`src/rtl/axil_pkg.sv`:
```
// Shared AXI4-Lite definitions: response codes and the request-master state set.
package axil_pkg;

    // AXI4-Lite BRESP/RRESP encodings
    typedef enum logic [1:0] {
        OKAY   = 2'b00,
        EXOKAY = 2'b01,
        SLVERR = 2'b10,
        DECERR = 2'b11
    } axil_resp_e;

    // Request-master FSM states
    typedef enum logic [2:0] {
        IDLE    = 3'd0,
        WR_AW_W = 3'd1,
        WR_RESP = 3'd2,
        RD_ADDR = 3'd3,
        RD_DATA = 3'd4,
        RSP     = 3'd5
    } axil_mst_state_e;

endpackage

```
`src/rtl/axilite_req_master.sv`:
```
// Single-outstanding AXI4-Lite master: converts a valid/ready register-access
// request stream into AXI4-Lite transactions and returns one response per request.
module axilite_req_master
    import axil_pkg::*;
#(
    parameter int DATA_WIDTH = 32,
    parameter int ADDR_WIDTH = 32,
    parameter int ERR_CNT_W  = 16
) (
    input  logic                      ACLK,
    input  logic                      ARESET,
    // request stream
    input  logic                      req_valid,
    output logic                      req_ready,
    input  logic                      req_we,
    input  logic [ADDR_WIDTH-1:0]     req_addr,
    input  logic [DATA_WIDTH-1:0]     req_wdata,
    input  logic [DATA_WIDTH/8-1:0]   req_wstrb,
    // response stream
    output logic                      rsp_valid,
    input  logic                      rsp_ready,
    output logic                      rsp_we,
    output logic [DATA_WIDTH-1:0]     rsp_rdata,
    output logic [1:0]                rsp_resp,
    output logic [ERR_CNT_W-1:0]      err_cnt,
    // write address channel
    output logic [ADDR_WIDTH-1:0]     AWADDR,
    output logic                      AWVALID,
    input  logic                      AWREADY,
    // write data channel
    output logic [DATA_WIDTH-1:0]     WDATA,
    output logic [DATA_WIDTH/8-1:0]   WSTRB,
    output logic                      WVALID,
    input  logic                      WREADY,
    // write response channel
    input  logic [1:0]                BRESP,
    input  logic                      BVALID,
    output logic                      BREADY,
    // read address channel
    output logic [ADDR_WIDTH-1:0]     ARADDR,
    output logic                      ARVALID,
    input  logic                      ARREADY,
    // read data channel
    input  logic [DATA_WIDTH-1:0]     RDATA,
    input  logic [1:0]                RRESP,
    input  logic                      RVALID,
    output logic                      RREADY
);

    localparam int STRB_W = DATA_WIDTH / 8;

    // registered state
    axil_mst_state_e         r_state;
    logic                    r_aw_done;
    logic                    r_w_done;
    logic                    r_awvalid;
    logic                    r_wvalid;
    logic                    r_bready;
    logic                    r_arvalid;
    logic                    r_rready;
    logic [ADDR_WIDTH-1:0]   r_awaddr;
    logic [ADDR_WIDTH-1:0]   r_araddr;
    logic [DATA_WIDTH-1:0]   r_wdata;
    logic [STRB_W-1:0]       r_wstrb;
    logic                    r_rsp_valid;
    logic                    r_rsp_we;
    logic [DATA_WIDTH-1:0]   r_rsp_rdata;
    logic [1:0]              r_rsp_resp;
    logic [ERR_CNT_W-1:0]    r_err_cnt;

    // next-state values
    axil_mst_state_e         w_state_nxt;
    logic                    w_aw_done_nxt;
    logic                    w_w_done_nxt;
    logic                    w_awvalid_nxt;
    logic                    w_wvalid_nxt;
    logic                    w_bready_nxt;
    logic                    w_arvalid_nxt;
    logic                    w_rready_nxt;
    logic [ADDR_WIDTH-1:0]   w_awaddr_nxt;
    logic [ADDR_WIDTH-1:0]   w_araddr_nxt;
    logic [DATA_WIDTH-1:0]   w_wdata_nxt;
    logic [STRB_W-1:0]       w_wstrb_nxt;
    logic                    w_rsp_valid_nxt;
    logic                    w_rsp_we_nxt;
    logic [DATA_WIDTH-1:0]   w_rsp_rdata_nxt;
    logic [1:0]              w_rsp_resp_nxt;
    logic [ERR_CNT_W-1:0]    w_err_cnt_nxt;
    logic                    w_rsp_latch;

    // channel handshakes seen this cycle
    logic w_req_hs;
    logic w_aw_hs;
    logic w_w_hs;

    assign w_req_hs = req_valid && (r_state == IDLE);
    assign w_aw_hs  = r_awvalid && AWREADY;
    assign w_w_hs   = r_wvalid && WREADY;

    // Next-state and next-output computation for the transaction FSM
    always_comb begin
        // NOTE: every next value defaults to its current register first, so no path can infer a latch.
        w_state_nxt     = r_state;
        w_aw_done_nxt   = r_aw_done;
        w_w_done_nxt    = r_w_done;
        w_awvalid_nxt   = r_awvalid;
        w_wvalid_nxt    = r_wvalid;
        w_bready_nxt    = r_bready;
        w_arvalid_nxt   = r_arvalid;
        w_rready_nxt    = r_rready;
        w_awaddr_nxt    = r_awaddr;
        w_araddr_nxt    = r_araddr;
        w_wdata_nxt     = r_wdata;
        w_wstrb_nxt     = r_wstrb;
        w_rsp_valid_nxt = r_rsp_valid;
        w_rsp_we_nxt    = r_rsp_we;
        w_rsp_rdata_nxt = r_rsp_rdata;
        w_rsp_resp_nxt  = r_rsp_resp;
        w_err_cnt_nxt   = r_err_cnt;
        w_rsp_latch     = 1'b0;

        case (r_state)
            IDLE: begin
                if (w_req_hs) begin
                    w_rsp_we_nxt = req_we;
                    if (req_we) begin
                        w_state_nxt   = WR_AW_W;
                        w_awaddr_nxt  = req_addr;
                        w_wdata_nxt   = req_wdata;
                        w_wstrb_nxt   = req_wstrb;
                        w_awvalid_nxt = 1'b1;
                        w_wvalid_nxt  = 1'b1;
                        w_aw_done_nxt = 1'b0;
                        w_w_done_nxt  = 1'b0;
                    end else begin
                        w_state_nxt   = RD_ADDR;
                        w_araddr_nxt  = req_addr;
                        w_arvalid_nxt = 1'b1;
                    end
                end
            end
            WR_AW_W: begin
                // AW and W retire independently; each VALID drops after its own handshake
                if (w_aw_hs) begin
                    w_awvalid_nxt = 1'b0;
                    w_aw_done_nxt = 1'b1;
                end
                if (w_w_hs) begin
                    w_wvalid_nxt = 1'b0;
                    w_w_done_nxt = 1'b1;
                end
                if ((r_aw_done || w_aw_hs) && (r_w_done || w_w_hs)) begin
                    w_state_nxt  = WR_RESP;
                    w_bready_nxt = 1'b1;
                end
            end
            WR_RESP: begin
                if (BVALID) begin
                    w_bready_nxt    = 1'b0;
                    w_rsp_resp_nxt  = BRESP;
                    w_rsp_rdata_nxt = '0;
                    w_rsp_valid_nxt = 1'b1;
                    w_rsp_latch     = 1'b1;
                    w_state_nxt     = RSP;
                end
            end
            RD_ADDR: begin
                if (ARREADY) begin
                    w_arvalid_nxt = 1'b0;
                    w_rready_nxt  = 1'b1;
                    w_state_nxt   = RD_DATA;
                end
            end
            RD_DATA: begin
                if (RVALID) begin
                    w_rready_nxt    = 1'b0;
                    w_rsp_resp_nxt  = RRESP;
                    w_rsp_rdata_nxt = RDATA;
                    w_rsp_valid_nxt = 1'b1;
                    w_rsp_latch     = 1'b1;
                    w_state_nxt     = RSP;
                end
            end
            RSP: begin
                if (rsp_ready) begin
                    w_rsp_valid_nxt = 1'b0;
                    w_state_nxt     = IDLE;
                end
            end
            default: begin
                w_state_nxt = IDLE;
            end
        endcase

        // saturating count of non-OKAY responses
        if (w_rsp_latch && (w_rsp_resp_nxt != OKAY) && (r_err_cnt != '1)) begin
            w_err_cnt_nxt = r_err_cnt + ERR_CNT_W'(1);
        end
    end

    // State and output registers with synchronous reset
    always_ff @(posedge ACLK) begin
        // NOTE: non-blocking assignments so every register samples the pre-edge values together.
        if (ARESET) begin
            r_state     <= IDLE;
            r_aw_done   <= 1'b0;
            r_w_done    <= 1'b0;
            r_awvalid   <= 1'b0;
            r_wvalid    <= 1'b0;
            r_bready    <= 1'b0;
            r_arvalid   <= 1'b0;
            r_rready    <= 1'b0;
            r_awaddr    <= '0;
            r_araddr    <= '0;
            r_wdata     <= '0;
            r_wstrb     <= '0;
            r_rsp_valid <= 1'b0;
            r_rsp_we    <= 1'b0;
            r_rsp_rdata <= '0;
            r_rsp_resp  <= '0;
            r_err_cnt   <= '0;
        end else begin
            r_state     <= w_state_nxt;
            r_aw_done   <= w_aw_done_nxt;
            r_w_done    <= w_w_done_nxt;
            r_awvalid   <= w_awvalid_nxt;
            r_wvalid    <= w_wvalid_nxt;
            r_bready    <= w_bready_nxt;
            r_arvalid   <= w_arvalid_nxt;
            r_rready    <= w_rready_nxt;
            r_awaddr    <= w_awaddr_nxt;
            r_araddr    <= w_araddr_nxt;
            r_wdata     <= w_wdata_nxt;
            r_wstrb     <= w_wstrb_nxt;
            r_rsp_valid <= w_rsp_valid_nxt;
            r_rsp_we    <= w_rsp_we_nxt;
            r_rsp_rdata <= w_rsp_rdata_nxt;
            r_rsp_resp  <= w_rsp_resp_nxt;
            r_err_cnt   <= w_err_cnt_nxt;
        end
    end

    assign req_ready = (r_state == IDLE);
    assign rsp_valid = r_rsp_valid;
    assign rsp_we    = r_rsp_we;
    assign rsp_rdata = r_rsp_rdata;
    assign rsp_resp  = r_rsp_resp;
    assign err_cnt   = r_err_cnt;
    assign AWADDR    = r_awaddr;
    assign AWVALID   = r_awvalid;
    assign WDATA     = r_wdata;
    assign WSTRB     = r_wstrb;
    assign WVALID    = r_wvalid;
    assign BREADY    = r_bready;
    assign ARADDR    = r_araddr;
    assign ARVALID   = r_arvalid;
    assign RREADY    = r_rready;

endmodule

```
`config.mk`:
```
export PLATFORM = sky130hd
export DESIGN_NAME = axilite_req_master
export DESIGN_NICKNAME = d
export VERILOG_FILES = /design/src/rtl/axil_pkg.sv /design/src/rtl/axilite_req_master.sv
export SDC_FILE = /design/constraint.sdc
export NUM_CORES = 1
export LEC_CHECK = 0
export CORE_MARGIN = 10
export CORE_UTILIZATION = 39
export DETAILED_ROUTE_END_ITERATION = 10
export GPL_TIMING_DRIVEN = 1
export MAX_ROUTING_LAYER = met4
export PLACE_DENSITY = 0.75
export SYNTH_ARGS = -nofsm -noshare
export SYNTH_HDL_FRONTEND = slang
export SYNTH_SLANG_ARGS = --single-unit
```
`constraint.sdc`:
```
create_clock -name ACLK -period 2.9 [get_ports ACLK]
set_clock_uncertainty 0.2 [all_clocks]
set_input_delay 0.435 -clock ACLK [delete_from_list [all_inputs] [get_ports ACLK]]
set_output_delay 0.435 -clock ACLK [all_outputs]
set_load 0.02 [all_outputs]
```
### Word level (Yosys, flattened, before mapping)

Cells that the tools add are included.

| operators by class | value |
|---|---|
| multiplexer cells | 43 |
| shift operators | 0 |
| bitwise logic cells | 1 |
| $add $sub $neg | 1 |
| reduce and logical (&&, ||, !) cells | 27 |
| multipliers | 0 |
| magnitude comparators | 0 |
| equality and inequality tests | 16 |
| divide/modulo/power cells | 0 |

Operators with widths:

| kind | count |
|---|---|
| $mux 32 | 2 |
| $pmux 32 s2 | 1 |
| $mux 1 | 20 |
| $mux 3 | 6 |
| $pmux 3 s6 | 1 |
| $add 16x1->16 const B | 1 |
| $ne 16x16->1 const B | 1 |
| $ne 2x2->1 const B | 8 |
| $pmux 1 s2 | 8 |
| $reduce_and 4->1 | 4 |
| $reduce_and 3->1 | 5 |
| $reduce_bool 2->1 | 6 |
| $eq 3x2->1 const B | 2 |
| $eq 3x3->1 const B | 2 |
| $logic_and 1x1->1 | 6 |
| $mux 2 | 3 |
| $reduce_and 6->1 | 1 |
| $ne 2x1->1 const B | 2 |
| $pmux 2 s2 | 1 |
| $eq 3x1->1 const B | 1 |
| $logic_not 3->1 | 1 |
| $pmux 1 s3 | 1 |
| $reduce_bool 3->1 | 1 |
| $logic_or 1x1->1 | 2 |
| other kinds (2) | 2 |

| word-level totals | value |
|---|---|
| output and inout bits | 158 |
| ROM bits | 0 |
| RAM bits | 0 |
| latch bits | 0 |
| bits of input ports | 114 |
| register bits | 162 |
| memories kept | 0 |

### Depth between registers and ports, before layout

| logic depth | value |
|---|---|
| depth after elaboration | 5 |
| mapped depth | 8 |

### Worst setup path after synthesis

OpenSTA, ideal clock, no wires.

| path | value |
|---|---|
| kind | input to register |
| start | in RVALID |
| end | reg r_err_cnt[14] (netlist: err_cnt[14]) |
| slack | 696 ps |
| data arrival time | 1,881 ps |
| buffers on the path | 2 |
| stages on the path | 7 |
| data required time | 2,577 ps |
| path through | clkbuf_1 mux2_2 nand2_1 o2111a_1 buf_2 nor3b_1 mux2_1 |

| on the way | value |
|---|---|
| longest elaborated chain between the ends | 5 |

RTL lines:

| element | line | text |
|---|---|---|
| start, declared | axilite_req_master.sv:46 | `input logic RVALID,` |
| $mux 2 | axilite_req_master.sv:175 | `if (RVALID) begin` |
| $pmux 2 s2 | axilite_req_master.sv:122 | `case (r_state)` |
| $reduce_bool 2->1 | axilite_req_master.sv:196 | `if (w_rsp_latch && (w_rsp_resp_nxt != OKAY) && (r_err_cnt != '1)) begin` |
| $logic_and 1x1->1 (*) (2 in a row) | axilite_req_master.sv:196 |  |
| end signal, assigned | axilite_req_master.sv:239 | `r_err_cnt <= w_err_cnt_nxt;` |
| end, declared | axilite_req_master.sv:69 | `logic [ERR_CNT_W-1:0] r_err_cnt;` |

Every way passes the cells marked *; elsewhere a longest branch is shown, timed or not.
A chain may end at the register's enable or synchronous reset.

### Worst setup path in the final report

| path | value |
|---|---|
| start | reg r_state[1] |
| end | reg r_err_cnt[15] (netlist: err_cnt[15]) |

| on the way | value |
|---|---|
| longest elaborated chain between the ends | 5 |

RTL lines:

| element | line | text |
|---|---|---|
| start, declared | axilite_req_master.sv:53 | `axil_mst_state_e r_state;` |
| start signal, assigned | axilite_req_master.sv:223 | `r_state <= w_state_nxt;` |
| $eq 3x3->1 / $eq 3x2->1 (equally long branches) | axilite_req_master.sv:122 |  |
| $pmux 2 s2 | axilite_req_master.sv:122 |  |
| $reduce_bool 2->1 | axilite_req_master.sv:196 |  |
| $logic_and 1x1->1 (*) (2 in a row) | axilite_req_master.sv:196 |  |

Marked as above.

==> results.md <==
- Status: complete, no violations
- Post-DP HPWL: around 15000 um
- Router iterations before antenna repair: 5
- I/O Buffers: approximately 270
- Die Height: between 100 and 150 um
- Final setup margin: roughly 0.43 ns
- Slew HR: 0.376
- CTS resizes: 0
- Largest net degree at the start of global routing: 90
- Avg WL per Cell: ~17 um
- Synth Register Bits: about 160
- RD Place Congestion: between 0.8 and 0.9
- H-tree levels: 4
- Post-synth cell types: 44
- TritonCTS clock tree: yes
- Synth area leaders: dfxtp_1 (53%), nand2_1 (15%), a21oi_1 (13%)
- Synth Instances: slightly below 800
- Tmin final: 2.47 ns
- Final Hold Fails: 0
- Core area: around 15000 sq um
- Synthesized area per cell: 7.91 sq um
- Final core occ: 0.628
- Top-area cell type share of the netlist area: 0.525
- Largest area contributor in the netlist: dfxtp_1
- Async SR Flop Fraction: 0
- Final period util: 0.852
- RSZ-0062 raised after global routing: no
- Initial antenna violation count: 0
- CP startpoint kind: flop
- Clock Path Buffers: 2
- Critical path arrival: 2.58 ns
- Residual DRC: 0
- Setup bufs post-CTS: 0
- Sw Pwr: roughly 2.1 mW
- Dpl ws: 0.144 ns
- DRT antenna net count: 0
- Req. time, crit path: 3.01 ns
- Crit path largest cell delay: 0.49 ns
- First-pass GRT wire length: between 30000 and 40000 um
- Rows: between 40 and 50
- F_max: roughly 400 MHz
- Max Slew Vio Count: 0
- Total GRT Usage: 0.193
- Total Neg Setup Slack: 0 ns
- Iteration-0 DRC Markers: around 300
- Crit path capture type: flop
- Die Area: between 20000 and 25000 sq um
- Total Power: around 6.6 mW
- Worst-Margin Slew: 0.924 ns
- Worst Hold Class: flop to flop
- Commonest cells after routing, fill and taps aside: clkdlybuf4s50_1 (270), nand2_1 (242), dfxtp_1 (162)
- Die X: around 150 um
- Most common cell after layout, fill and taps aside: clkdlybuf4s50_1
- Worst VDD drop: about 460 uV
- Overflow after GRT: 0
- I/O pin cnt: around 270
- Hold buffers post-CTS: 0
- MaxCap Viol Count: 0
- Routed WL: about 21000 um
- Setup-failing EPs final: 0
- Ys Warns: 0
- Area Overhead vs Synth: 56.2%
- Power density over the cells: approximately 680 nW/um^2
- Synth Flop Type: dfxtp_1
- Share of post-route cells with drive strength above 1: 0.0538
- Cell Area, Synth: 6170 sq um
- Pint: roughly 4.5 mW
- Clk_lat worst skew: 0.42 ns
- Post-synth EDFFs: 0
- Antenna Cells: 0
- CTS root buf: clkbuf_16
- Drt via density: roughly 5
- Crit Path Max Fanout: 16
- Starting density of the core: 0.402
- Routed vias: ~6300
- Kind of critical path: flop to flop
- Sequential Power Share: 0.391
- Clk slew on worst S/H paths: 0.06 ns
- Worst-path cell chain: buf_4 > nand2b_1 > a21oi_1 > o2111a_1 > nor4_1 > mux2_1
- Placed Area: ~9100 sq um
- Static leakage: 3.24 nW
- Clk sinks: between 150 and 200
- Sw Share: 0.319
- Final instance area: slightly below 10000 sq um
- # nets final: approximately 1100
- Post-synthesis sequential area ratio: 0.525
- Vias in the first global route: about 6000
- Clock share of power: 0.322
- Gate power share: 0.287
- Net Count, Synth: ~900
- Slowest-stage cell, CP: dfxtp_1
- TritonCTS Buffers: 17
-- per-layer routing --
| layer | wire [um] | global-route usage | share of wire | vias up |
|---|---|---|---|---|
| met5 | 0 | - | 0 | - |
| met4 | 251 | 0.0516 | 0.012 | 0 |
| met3 | 1940 | 0.0838 | 0.093 | 21 |
| met2 | 9950 | 0.302 | 0.48 | 202 |
| met1 | 8680 | 0.222 | 0.42 | 2944 |
| li1 | - | - | - | 3142 |
-- area by class of cell --
type,instances,area [sq um]
timing repair buffer,287,2870
tap,211,264
clock buffer,22,484
inverter,6,22.5
clock inverter,8,80.1
fill,1372,5730
multi-input combinational,555,2680
sequential,162,3240
-- registers in the layout (all words and copies together), names as in the netlist, 2 cells and up --
name / count
ARADDR: 32
AWADDR: 32
WDATA: 32
rsp_rdata: 32
err_cnt: 16
WSTRB: 4
r_state: 3
rsp_resp: 2
-- stage by stage --
step	cells	hold slack, ns
after floorplan	781	0.268
after global routing	1251	0.269
after global placement	1221	0.239
after CTS	1251	0.252
final	1251	0.248
after detailed placement	1221	0.243
-- synthesized netlist by cell type (2+ instances only) --
cell / n
nand2_1: 243
dfxtp_1: 162
a21oi_1: 156
nand3_1: 47
clkbuf_1: 42
nor2_1: 18
buf_2: 10
o21ai_0: 10
nor2b_1: 8
o31ai_1: 8
or4_1: 8
inv_1: 6
nor3_1: 6
nand4_1: 5
a31oi_1: 4
buf_1: 4
mux2_1: 4
o211ai_1: 4
nand2b_1: 3
or3_1: 3
a21boi_0: 2
and3_1: 2
buf_4: 2
mux2_2: 2
nand3b_1: 2
nor4_1: 2
-- worst max-delay path, delay by kind of cell (launching register included) --
kind,cells,cell delay (ns)
AND/OR/NAND/NOR,2,0.56
flip-flops,1,0.49
multiplexers,1,0.35
AO/OA/AOI/OAI,2,0.53
buffers and inverters,1,0.23
-- path summary, 6_finish.rpt --
| check | from | slack (ns) | endpoint | depth (start not counted) |
|---|---|---|---|---|
| worst min register to register | rsp_rdata[27] | 0.25 | rsp_rdata[27] | 2 |
| worst min-delay path | rsp_rdata[27] | 0.25 | rsp_rdata[27] | 2 |
| worst max register to register | r_state[1] | 0.43 | err_cnt[15] | 6 |
| worst max-delay path | r_state[1] | 0.43 | err_cnt[15] | 6 |
-- kinds of logic after synthesis --
logic type	synth area share
compound gates	0.170
fa+ha+maj	0.00203
buf+inv	0.0421
flops	0.525
mux	0.0109
simple gates	0.250
-- power groups by stage --
stage	Combinational (mW)	Clock (mW)	Sequential, mW
after floorplan	0.835	0	2.82
after global placement	1.89	0	2.61
after detailed placement	1.90	0	2.63
after CTS	1.91	2.18	2.58
after global routing	2.06	2.28	2.61
final	1.89	2.12	2.58
Power figures use the tool's default switching activity.
